### config.mk
export PLATFORM = sky130hd
export DESIGN_NAME = axi4l_regbank_flat
export DESIGN_NICKNAME = d
export VERILOG_FILES = /design/src/rtl/axi4l_pkg.sv /design/src/rtl/axi4l_regbank_if.sv /design/src/rtl/axi4l_regbank_slot.sv /design/src/rtl/axi4l_regbank.sv /design/src/flat_wrapper.sv
export SDC_FILE = /design/constraint.sdc
export NUM_CORES = 1
export LEC_CHECK = 0
export CAP_MARGIN = 0
export CORE_MARGIN = 1.5
export CORE_UTILIZATION = 46
export DETAILED_ROUTE_END_ITERATION = 10
export PLACE_DENSITY = 0.9
export SYNTH_ARGS = -nofsm -noshare
export SYNTH_HDL_FRONTEND = slang
export SYNTH_SLANG_ARGS = --single-unit
### constraint.sdc
create_clock -name aclk -period 2.2 [get_ports aclk]
set_input_delay 0.44 -clock aclk [delete_from_list [all_inputs] [get_ports aclk]]
set_output_delay 0.44 -clock aclk [all_outputs]
set_load 0.01 [all_outputs]
### src/rtl/axi4l_pkg.sv
// AXI4-Lite register bank shared definitions.
// Response codes and byte-lane helpers.
package axi4l_pkg;

   localparam logic [1:0] AXI4L_RESP_OKAY   = 2'b00;
   localparam logic [1:0] AXI4L_RESP_SLVERR = 2'b10;

   function automatic int axi4l_lane_bits(input int data_w);
      return $clog2(data_w / 8);
   endfunction

endpackage

### src/rtl/axi4l_regbank_if.sv
// AXI4-Lite bus bundle for the register bank.
// Master drives requests, slave drives ready/response.
interface axi4l_if #(
   parameter int ADDR_W = 4,
   parameter int DATA_W = 32
);
   import axi4l_pkg::*;

   logic                  awvalid;
   logic                  awready;
   logic [ADDR_W-1:0]     awaddr;
   logic [2:0]            awprot;
   logic                  wvalid;
   logic                  wready;
   logic [DATA_W-1:0]     wdata;
   logic [DATA_W/8-1:0]   wstrb;
   logic                  bvalid;
   logic                  bready;
   logic [1:0]            bresp;
   logic                  arvalid;
   logic                  arready;
   logic [ADDR_W-1:0]     araddr;
   logic [2:0]            arprot;
   logic                  rvalid;
   logic                  rready;
   logic [DATA_W-1:0]     rdata;
   logic [1:0]            rresp;

   modport master (
      output awvalid, awaddr, awprot, wvalid, wdata, wstrb,
      output bready, arvalid, araddr, arprot, rready,
      input  awready, wready, bvalid, bresp,
      input  arready, rvalid, rdata, rresp
   );

   modport slave (
      input  awvalid, awaddr, awprot, wvalid, wdata, wstrb,
      input  bready, arvalid, araddr, arprot, rready,
      output awready, wready, bvalid, bresp,
      output arready, rvalid, rdata, rresp
   );

endinterface

### src/rtl/axi4l_regbank_slot.sv
// One bank register: byte-strobe merge and write pulse.
// Read-only slots hold nothing and present zero.
module axi4l_regbank_slot
   import axi4l_pkg::*;
#(
   parameter int                DATA_W  = 32,
   parameter logic [DATA_W-1:0] RST_VAL = '0,
   parameter bit                RO      = 1'b0
) (
   input  logic                clk_i,
   input  logic                rst_n_i,
   input  logic                we_i,
   input  logic [DATA_W-1:0]   wdata_i,
   input  logic [DATA_W/8-1:0] wstrb_i,
   output logic [DATA_W-1:0]   q_o,
   output logic                pulse_o
);

   localparam int NB = DATA_W / 8;

   logic              wen;
   logic [DATA_W-1:0] q_q, q_d;
   logic              pulse_q;

   assign wen = we_i & ~RO;

   always_comb begin
      q_d = q_q;
      for (int b = 0; b < NB; b++) begin
         if (wen && wstrb_i[b]) begin
            q_d[b*8 +: 8] = wdata_i[b*8 +: 8];
         end
      end
   end

   always_ff @(posedge clk_i) begin
      if (!rst_n_i) begin
         q_q     <= RST_VAL;
         pulse_q <= 1'b0;
      end else begin
         q_q     <= q_d;
         pulse_q <= wen;
      end
   end

   assign q_o     = RO ? '0 : q_q;
   assign pulse_o = pulse_q;

endmodule

### src/rtl/axi4l_regbank.sv
// AXI4-Lite slave register bank with strobes and RO slots.
// One write and one read outstanding, paths independent.
module axi4l_regbank
   import axi4l_pkg::*;
#(
   parameter int                NREGS   = 4,
   parameter int                DATA_W  = 32,
   parameter int                ADDR_W  = $clog2(NREGS) + axi4l_lane_bits(DATA_W),
   parameter logic [NREGS-1:0]  RO_MASK = '0,
   parameter logic [DATA_W-1:0] RST_VAL = '0
) (
   input  logic                    aclk,
   input  logic                    areset_n,
   axi4l_if.slave                  axi,
   output logic [NREGS*DATA_W-1:0] regs_o,
   input  logic [NREGS*DATA_W-1:0] ro_i,
   output logic [NREGS-1:0]        wr_pulse_o
);

   localparam int LB = axi4l_lane_bits(DATA_W);

   logic                  aw_set_q, w_set_q, ar_set_q;
   logic [ADDR_W-1:0]     awaddr_q, araddr_q;
   logic [DATA_W-1:0]     wdata_q;
   logic [DATA_W/8-1:0]   wstrb_q;
   logic                  bvalid_q, rvalid_q;
   logic [1:0]            bresp_q, rresp_q, rresp_d;
   logic [DATA_W-1:0]     rdata_q, rdata_d;
   logic                  commit;
   logic [NREGS-1:0]      we;
   logic [DATA_W-1:0]     regs [NREGS];
   int                    widx, ridx;
   logic                  unused;

   assign unused = ^{axi.awprot, axi.arprot};

   assign axi.awready = areset_n & ~aw_set_q;
   assign axi.wready  = areset_n & ~w_set_q;
   assign axi.arready = areset_n & ~ar_set_q;
   assign axi.bvalid  = bvalid_q;
   assign axi.bresp   = bresp_q;
   assign axi.rvalid  = rvalid_q;
   assign axi.rdata   = rdata_q;
   assign axi.rresp   = rresp_q;

   assign commit = aw_set_q & w_set_q & ~bvalid_q;
   assign widx   = int'(awaddr_q >> LB);
   assign ridx   = int'(araddr_q >> LB);

   always_comb begin
      we = '0;
      for (int i = 0; i < NREGS; i++) begin
         we[i] = commit && (widx == i) && !RO_MASK[i];
      end
   end

   for (genvar i = 0; i < NREGS; i++) begin : g_slot
      axi4l_regbank_slot #(
         .DATA_W  (DATA_W),
         .RST_VAL (RST_VAL),
         .RO      (RO_MASK[i])
      ) u_slot (
         .clk_i   (aclk),
         .rst_n_i (areset_n),
         .we_i    (we[i]),
         .wdata_i (wdata_q),
         .wstrb_i (wstrb_q),
         .q_o     (regs[i]),
         .pulse_o (wr_pulse_o[i])
      );
      assign regs_o[i*DATA_W +: DATA_W] = regs[i];
   end

   always_ff @(posedge aclk) begin
      if (!areset_n) begin
         aw_set_q <= 1'b0;
         w_set_q  <= 1'b0;
         awaddr_q <= '0;
         wdata_q  <= '0;
         wstrb_q  <= '0;
         bvalid_q <= 1'b0;
         bresp_q  <= AXI4L_RESP_OKAY;
      end else begin
         if (axi.awvalid && axi.awready) begin
            aw_set_q <= 1'b1;
            awaddr_q <= axi.awaddr;
         end
         if (axi.wvalid && axi.wready) begin
            w_set_q <= 1'b1;
            wdata_q <= axi.wdata;
            wstrb_q <= axi.wstrb;
         end
         if (commit) begin
            bvalid_q <= 1'b1;
            bresp_q  <= (|we) ? AXI4L_RESP_OKAY : AXI4L_RESP_SLVERR;
         end
         if (bvalid_q && axi.bready) begin
            bvalid_q <= 1'b0;
            aw_set_q <= 1'b0;
            w_set_q  <= 1'b0;
         end
      end
   end

   // RO slots read live ro_i; RW slots read the register, pre-commit on a shared edge
   always_comb begin
      rdata_d = '0;
      rresp_d = AXI4L_RESP_SLVERR;
      for (int i = 0; i < NREGS; i++) begin
         if (ridx == i) begin
            rresp_d = AXI4L_RESP_OKAY;
            rdata_d = RO_MASK[i] ? ro_i[i*DATA_W +: DATA_W] : regs[i];
         end
      end
   end

   always_ff @(posedge aclk) begin
      if (!areset_n) begin
         ar_set_q <= 1'b0;
         araddr_q <= '0;
         rvalid_q <= 1'b0;
         rdata_q  <= '0;
         rresp_q  <= AXI4L_RESP_OKAY;
      end else begin
         if (axi.arvalid && axi.arready) begin
            ar_set_q <= 1'b1;
            araddr_q <= axi.araddr;
         end
         if (ar_set_q && !rvalid_q) begin
            rvalid_q <= 1'b1;
            rdata_q  <= rdata_d;
            rresp_q  <= rresp_d;
         end
         if (rvalid_q && axi.rready) begin
            rvalid_q <= 1'b0;
            ar_set_q <= 1'b0;
         end
      end
   end

endmodule

### src/flat_wrapper.sv
// flat-port wrapper written by rule: the top's interface ports become plain ports
module axi4l_regbank_flat import axi4l_pkg::*;
#(
   parameter int                NREGS   = 4,
   parameter int                DATA_W  = 32,
   parameter int                ADDR_W  = $clog2(NREGS) + axi4l_lane_bits(DATA_W),
   parameter logic [NREGS-1:0]  RO_MASK = '0,
   parameter logic [DATA_W-1:0] RST_VAL = '0
)
  (aclk, areset_n, regs_o, ro_i, wr_pulse_o, axi_awvalid, axi_awaddr, axi_awprot, axi_wvalid, axi_wdata, axi_wstrb, axi_bready, axi_arvalid, axi_araddr, axi_arprot, axi_rready, axi_awready, axi_wready, axi_bvalid, axi_bresp, axi_arready, axi_rvalid, axi_rdata, axi_rresp);
  axi4l_if #(.ADDR_W(ADDR_W), .DATA_W(DATA_W)) axi_i ();
  input  logic aclk;
  input  logic areset_n;
  output logic [NREGS*DATA_W-1:0] regs_o;
  input  logic [NREGS*DATA_W-1:0] ro_i;
  output logic [NREGS-1:0] wr_pulse_o;
  input wire logic [$bits(axi_i.awvalid)-1:0] axi_awvalid;
  input wire logic [$bits(axi_i.awaddr)-1:0] axi_awaddr;
  input wire logic [$bits(axi_i.awprot)-1:0] axi_awprot;
  input wire logic [$bits(axi_i.wvalid)-1:0] axi_wvalid;
  input wire logic [$bits(axi_i.wdata)-1:0] axi_wdata;
  input wire logic [$bits(axi_i.wstrb)-1:0] axi_wstrb;
  input wire logic [$bits(axi_i.bready)-1:0] axi_bready;
  input wire logic [$bits(axi_i.arvalid)-1:0] axi_arvalid;
  input wire logic [$bits(axi_i.araddr)-1:0] axi_araddr;
  input wire logic [$bits(axi_i.arprot)-1:0] axi_arprot;
  input wire logic [$bits(axi_i.rready)-1:0] axi_rready;
  output wire logic [$bits(axi_i.awready)-1:0] axi_awready;
  output wire logic [$bits(axi_i.wready)-1:0] axi_wready;
  output wire logic [$bits(axi_i.bvalid)-1:0] axi_bvalid;
  output wire logic [$bits(axi_i.bresp)-1:0] axi_bresp;
  output wire logic [$bits(axi_i.arready)-1:0] axi_arready;
  output wire logic [$bits(axi_i.rvalid)-1:0] axi_rvalid;
  output wire logic [$bits(axi_i.rdata)-1:0] axi_rdata;
  output wire logic [$bits(axi_i.rresp)-1:0] axi_rresp;
  assign axi_i.awvalid = axi_awvalid;
  assign axi_i.awaddr = axi_awaddr;
  assign axi_i.awprot = axi_awprot;
  assign axi_i.wvalid = axi_wvalid;
  assign axi_i.wdata = axi_wdata;
  assign axi_i.wstrb = axi_wstrb;
  assign axi_i.bready = axi_bready;
  assign axi_i.arvalid = axi_arvalid;
  assign axi_i.araddr = axi_araddr;
  assign axi_i.arprot = axi_arprot;
  assign axi_i.rready = axi_rready;
  assign axi_awready = axi_i.awready;
  assign axi_wready = axi_i.wready;
  assign axi_bvalid = axi_i.bvalid;
  assign axi_bresp = axi_i.bresp;
  assign axi_arready = axi_i.arready;
  assign axi_rvalid = axi_i.rvalid;
  assign axi_rdata = axi_i.rdata;
  assign axi_rresp = axi_i.rresp;
  axi4l_regbank #(.NREGS(NREGS), .DATA_W(DATA_W), .ADDR_W(ADDR_W), .RO_MASK(RO_MASK), .RST_VAL(RST_VAL)) u_core (.aclk(aclk), .areset_n(areset_n), .axi(axi_i), .regs_o(regs_o), .ro_i(ro_i), .wr_pulse_o(wr_pulse_o));
endmodule
==> impl_metrics.env, run 1 <==
export IMPL_maxCapViolations=0
export IMPL_period_share_pct=94.4
export IMPL_core_area_um2=18000
export IMPL_cp_arrival_ns=1.64
export IMPL_endpoint_kind="output port"
export IMPL_design_area_um2=11500
export IMPL_clock_fmax_mhz=482
export IMPL_p_leak_nw=4.56
export IMPL_yosys_warnings=0
export IMPL_cts_buffers=22
export IMPL_syn_inst=823
export IMPL_rsz0062_at_grt="no"
export IMPL_grt_pass1_wl_um=36200
export IMPL_fin_ws_ns=0.124
export IMPL_synth_top_cell_by_area="dfxtp_1"
export IMPL_antenna_found_initial=0
export IMPL_grt_usage_pct=23.2
export IMPL_htreeDepth=1
export IMPL_cp_start_kind="register"
export IMPL_fin_worst_skew_ns=0.00792
export IMPL_final_common_cell="clkdlybuf4s50_1"
export IMPL_yosys_register_bits=211
export IMPL_grt_max_degree=93
export IMPL_wl_um=22700
export IMPL_hpwl_um=15500
export IMPL_cts_sinks=211
export IMPL_relSlewSlack_pct=66.3
export IMPL_synthTopCellsByArea="dfxtp_1 (50%), mux2i_1 (23%), nand2_1 (9.0%)"
export IMPL_syn_to_final_growth_pct=36.7
export IMPL_required_ns=1.76
export IMPL_fin_crit_ns=2.08
export IMPL_clk_pin_slew_worst_paths_ns=0.06
export IMPL_dp_slack_ns=0.298
export IMPL_tightest_slew_ns=0.505
export IMPL_drc=0
export IMPL_io_buffers=217
export IMPL_synth_area_um2=8420
export IMPL_critical_path_class="reg -> out"
export IMPL_final_antenna_net_count=0
export IMPL_hold_class="in -> reg"
export IMPL_maxSlewViolCount=0
export IMPL_drive_above_1_share_pct=7.92
export IMPL_yosysSeqAreaShare_pct=50.2
export IMPL_fin_tns_setup_ns=0
export IMPL_final_cell_mix="clkdlybuf4s50_1 (216), dfxtp_1 (208), nand2_1 (201)"
export IMPL_cts_setup_buffers=0
export IMPL_hold_buffers=0
export IMPL_synth_top_area_share_pct=50.2
export IMPL_cts_tree="built"
export IMPL_drt_iter0_markers=285
export IMPL_diodes=0
export IMPL_rows=49
export IMPL_grt_pass1_vias=6751
export IMPL_dieHeight_um=138
export IMPL_synth_distinct_cells=36
export IMPL_wire_per_inst_um=18.0
export IMPL_clock_path_buffers=3
export IMPL_avgSynthCellArea_um2=10.2
export IMPL_place_congestion=0.811
export IMPL_vias_per_cell=5.30
export IMPL_powerDensity_nw_per_um2=718
export IMPL_setup_viol=0
export IMPL_crit_fanout=8
export IMPL_status="completed"
export IMPL_initial_core_util_pct=46.9
export IMPL_grt_overflow=0
export IMPL_ir_worst_vdd_uv=675
export IMPL_via_count=6701
export IMPL_fin_nets=1206
export IMPL_clockRootBuffer="clkbuf_16"
export IMPL_clock_latency_ns=0.50
export IMPL_placed_cell_area_um2=10800
export IMPL_first_pass_iters=6
export IMPL_die_w_um=138
export IMPL_die_area_um2=19100
export IMPL_io_pins=358
export IMPL_hold_viol=0
[logic make-up (layout without fill, tap and decap cells)]
group,after synthesis,after routing,share of synthesized area (%)
DFF,211,211,50.2
buffers and inverters,58,270,3.80
and+or+nand+nor,250,250,14.6
other,1,2,0.0445
AOI/OAI and AO/OA,107,107,8.07
muxes,196,196,23.3
[power by group]
group | switching, mW | total, mW | internal [mW]
Clock | 1.50 | 3.86 | 2.35
Sequential | 0.0592 | 3.94 | 3.88
Combinational | 0.257 | 0.466 | 0.209
Total | 1.82 | 8.26 | 6.44
[synthesized netlist by cell type, drive strengths merged]
cell type  number
nand2b          1
a21boi          4
o22ai          31
buf            40
a21o           31
o21ai          36
mux2i         196
dfxtp         211
nand3b          7
a211o           1
nand4bb         1
conb            1
and3b           2
nand3           7
o21a            4
nor2           15
and3            2
and2b           2
nor2b           7
and2            1
clkbuf         17
inv             1
nand2         203
nand4b          1
nor3b           1
[layer usage]
layer	up-vias	routed length [um]	track usage [%]
met5	-	0	0
met4	0	581	6.93
met3	44	1470	5.75
met2	193	11100	40.1
met1	3236	9580	28.5
li1	3228	-	-
[per-stage QoR]
| stage | hold WS, ns | power (mW) | instances | utilization [%] |
|---|---|---|---|---|
| 2_1_floorplan | 0.477 | 4.29 | 824 | - |
| 3_3_place_gp | 0.431 | 4.48 | 1226 | 59.9 |
| 3_5_place_dp | 0.438 | 4.49 | 1226 | 59.9 |
| 4_1_cts | 0.268 | 8.33 | 1265 | 64.1 |
| 5_1_grt | 0.288 | 8.54 | 1265 | 64.1 |
| 6_report | 0.288 | 8.26 | 1265 | 64.1 |
[repair_timing]
item                       in CTS  in global routing
setup endpoints to repair       1                  1
resized for setup               1                  1
cloned                          0                  0
[worst max-delay path, cell delays in order, from the launching register on]
cell and delay (ns):
dfxtp_2 0.42, and2b_2 0.23, clkdlybuf4s50_1 0.49
[worst paths after layout]
kind / from / cells after the start / slack, ns / end
min reg2reg: u_core.axi.rdata[15] / 1 / 0.45 / u_core.axi.rdata[15]
min: areset_n / 2 / 0.29 / u_core.araddr_q[2]
max: u_core.aw_set_q / 2 / 0.12 / axi_awready
max reg2reg: u_core.awaddr_q[3] / 3 / 0.55 / u_core.g_slot[2].u_slot.q_o[20]
[layout make-up]
type	count	area [um2]
clock inverter	11	133
sequential	211	4230
inverter	1	3.75
clock buffer	28	624
timing repair buffer	230	2340
fill	1411	6450
multi-input combinational	555	3890
tap	229	287
[registers in the layout (all words and copies together), names as in the netlist]
register,cells
u_core.ar_set_q,1
u_core.araddr_q,2
u_core.aw_set_q,1
u_core.awaddr_q,2
u_core.axi.bresp,1
u_core.axi.bvalid,1
u_core.axi.rdata,32
u_core.axi.rresp,1
u_core.axi.rvalid,1
u_core.g_slot.u_slot.pulse_o,4
u_core.g_slot.u_slot.q_o,128
u_core.w_set_q,1
u_core.wdata_q,32
u_core.wstrb_q,4
Note: power is estimated with default switching activity, not from simulation.
==> run 2: changes to the inputs <==
- CTS_CLUSTER_SIZE: not set -> 28
- SLEW_MARGIN: not set -> 20
==> results of run 2 <==
Final layout, timing and power as in run 1 (identical DEF).
==> run 3: changes to the inputs <==
- ABC_AREA: not set -> 1
- CORE_UTILIZATION: 46 -> 47
==> impl_metrics.env, run 3 <==
export IMPL_setup_viol=0
export IMPL_synth_async_sr_flop_share_pct=0
export IMPL_syn_to_final_growth_pct=33.2
export IMPL_fin_ws_ns=0.157
export IMPL_slowest_stage="clkdlybuf4s50_1"
export IMPL_synth_mux_area_share_pct=0
export IMPL_synthTopCellsByCount="nand2_1 (281), dfxtp_1 (211), a21oi_1 (142)"
export IMPL_final_antenna_net_count=0
export IMPL_maxSlewViolCount=0
export IMPL_cts_setup_buffers=0
export IMPL_yosysSeqAreaShare_pct=47.1
export IMPL_synthTopCellsByArea="dfxtp_1 (47%), nand2_1 (12%), a21oi_1 (7.9%)"
export IMPL_die_w_um=141
export IMPL_cts_buffers=23
export IMPL_avgSynthCellArea_um2=7.30
export IMPL_critical_path_class="reg -> out"
export IMPL_period_share_pct=92.8
export IMPL_status="completed"
export IMPL_grt_usage_pct=29.0
export IMPL_powerDensity_nw_per_um2=718
export IMPL_hpwl_um=20000
export IMPL_synth_top_area_share_pct=47.1
export IMPL_utilization_pct=63.8
export IMPL_cp_arrival_ns=1.60
export IMPL_htreeDepth=1
export IMPL_grt_pass1_wl_um=45800
export IMPL_clk_pin_slew_worst_paths_ns=0.06
export IMPL_holdWs_ns=0.430
export IMPL_wire_per_inst_um=18.1
export IMPL_p_leak_nw=4.34
export IMPL_dieHeight_um=141
export IMPL_grt_max_degree=109
export IMPL_fin_tns_setup_ns=0
export IMPL_hold_buffers=0
export IMPL_hold_class="reg -> reg"
export IMPL_rr_worst_depth=6
export IMPL_syn_inst=1228
export IMPL_cts_sinks=211
export IMPL_fin_worst_skew_ns=0.0111
export IMPL_timing_rr_start="u_core.araddr_q[3]"
export IMPL_relSlewSlack_pct=24.2
export IMPL_fin_nets=1592
export IMPL_drc=0
export IMPL_dp_slack_ns=0.293
export IMPL_yosys_register_bits=211
export IMPL_cp_num_cells=2
export IMPL_synth_area_um2=8960
export IMPL_final_common_cell="nand2_1"
export IMPL_design_area_um2=11900
export IMPL_clock_fmax_mhz=490
export IMPL_path_cells="nor2_4, clkdlybuf4s50_1"
export IMPL_crit_buf_inv=1
export IMPL_crit_start="u_core.w_set_q"
export IMPL_diodes=0
export IMPL_initial_core_util_pct=47.9
export IMPL_clock_latency_ns=0.50
export IMPL_largest_reg_flops=128
export IMPL_slowest_delay_ns=0.56
export IMPL_clock_path_buffers=3
export IMPL_synth_top_family_by_area="simple AND/OR/NAND/NOR gates"
export IMPL_via_count=9451
export IMPL_placedCellCount=1616
export IMPL_io_buffers=217
export IMPL_tightest_slew_ns=1.14
export IMPL_cts_resized=0
export IMPL_synth_distinct_cells=26
export IMPL_yosys_warnings=0
export IMPL_final_cell_mix="nand2_1 (280), clkdlybuf4s50_1 (216), dfxtp_1 (211)"
export IMPL_synth_compound_area_share_pct=13.3
export IMPL_clockRootBuffer="clkbuf_16"
export IMPL_r2r_setup_slack_ns=0.22
export IMPL_core_area_um2=18700
export IMPL_hold_viol=0
export IMPL_synth_most_common_cell="nand2_1"
export IMPL_wl_um=30000
export IMPL_ir_worst_vdd_uv=465
export IMPL_critPathTopFamily="buffers and inverters"
export IMPL_cts_tree="built"
export IMPL_ys_flop_type="dfxtp_1"
export IMPL_placed_cell_area_um2=11200
export IMPL_fin_crit_ns=2.04
export IMPL_worstSetupEndpoint="axi_wready"
export IMPL_vias_per_cell=5.71
export IMPL_maxCapViolations=0
export IMPL_required_ns=1.76
export IMPL_place_congestion=0.847
export IMPL_r2r_end="u_core.axi.rdata[4]"
export IMPL_synth_top_cell_by_area="dfxtp_1"
export IMPL_first_pass_iters=6
export IMPL_synth_edf_count=0
export IMPL_synth_simple_area_share_pct=29.3
export IMPL_rows=50
export IMPL_synth_fa_ha_area_share_pct=0
export IMPL_drive_above_1_share_pct=6.26
export IMPL_endpoint_kind="output port"
export IMPL_die_area_um2=19900
export IMPL_cp_start_kind="register"
export IMPL_antenna_found_initial=0
export IMPL_crit_fanout=4
export IMPL_instances_no_fill=1656
export IMPL_grt_pass1_vias=8570
export IMPL_synthXorXnorAreaFrac_pct=0
export IMPL_power_mw=8.57
export IMPL_grt_overflow=0
export IMPL_io_pins=358
export IMPL_drt_iter0_markers=1099
export IMPL_rsz0062_at_grt="no"
run 3: cell count changes after synthesis, sizes merged, moves of 7 or more:
cell    previous run  this run
buf               40        58
nand3              7       101
nor2              15        90
nand4              0        96
inv                1       101
nor2b              7         0
a21o              31         0
o21ai             36        97
mux2i            196         0
clkbuf            17        41
nand2            203       282
o22ai             31         0
a21oi              0       142
run 3: worst min path at each step:
stage          slack [ns]           startpoint  cells after the start             endpoint
2_1_floorplan        0.46  u_core.axi.bresp[1]                      2  u_core.axi.bresp[1]
3_3_place_gp         0.42  u_core.axi.rresp[1]                      2  u_core.axi.rresp[1]
3_5_place_dp         0.43  u_core.axi.rresp[1]                      2  u_core.axi.rresp[1]
4_1_cts              0.43  u_core.axi.rresp[1]                      2  u_core.axi.rresp[1]
5_1_grt              0.46  u_core.axi.rresp[1]                      2  u_core.axi.rresp[1]
6_report             0.43  u_core.axi.rresp[1]                      2  u_core.axi.rresp[1]
run 3: area by class of cell:
cell class | count | area [um2]
fill | 1542 | 6770
multi-input combinational | 818 | 3850
clock inverter | 5 | 31.3
sequential | 211 | 4220
clock buffer | 35 | 681
timing repair buffer | 252 | 2480
tap | 234 | 293
inverter | 101 | 380
run 3: kinds of logic (layout without fill, tap and decap cells):
group | count (synthesis) | count (layout)
other cells | 1 | 2
simple gates | 577 | 577
flops | 211 | 211
compound gates | 239 | 239
buf+inv | 200 | 393
run 3: report_power, final:
part | leakage [nW] | switching, mW | internal, mW
registers | 1.71 | 0.114 | 3.93
logic | 2.28 | 0.536 | 0.322
clock network | 0.350 | 1.54 | 2.13
run 3: worst reg2reg max path: cells and delay by family, from the launching register on:
kind / cells / cell delay, ns
AND/OR/NAND/NOR: 4 / 1.05
flip-flops: 1 / 0.33
AO/OA/AOI/OAI: 1 / 0.12
buffers and inverters: 1 / 0.41
run 3: per-layer routing:
layer / track usage [%] / wire length, um / part of all wire [%] / up-vias
li1: - / - / - / 4436
met1: 39.5 / 12200 / 41 / 4340
met2: 44.8 / 13300 / 44 / 584
met3: 7.27 / 3550 / 12 / 91
met4: 9.76 / 933 / 3.1 / 0
met5: 0 / 0 / 0 / -
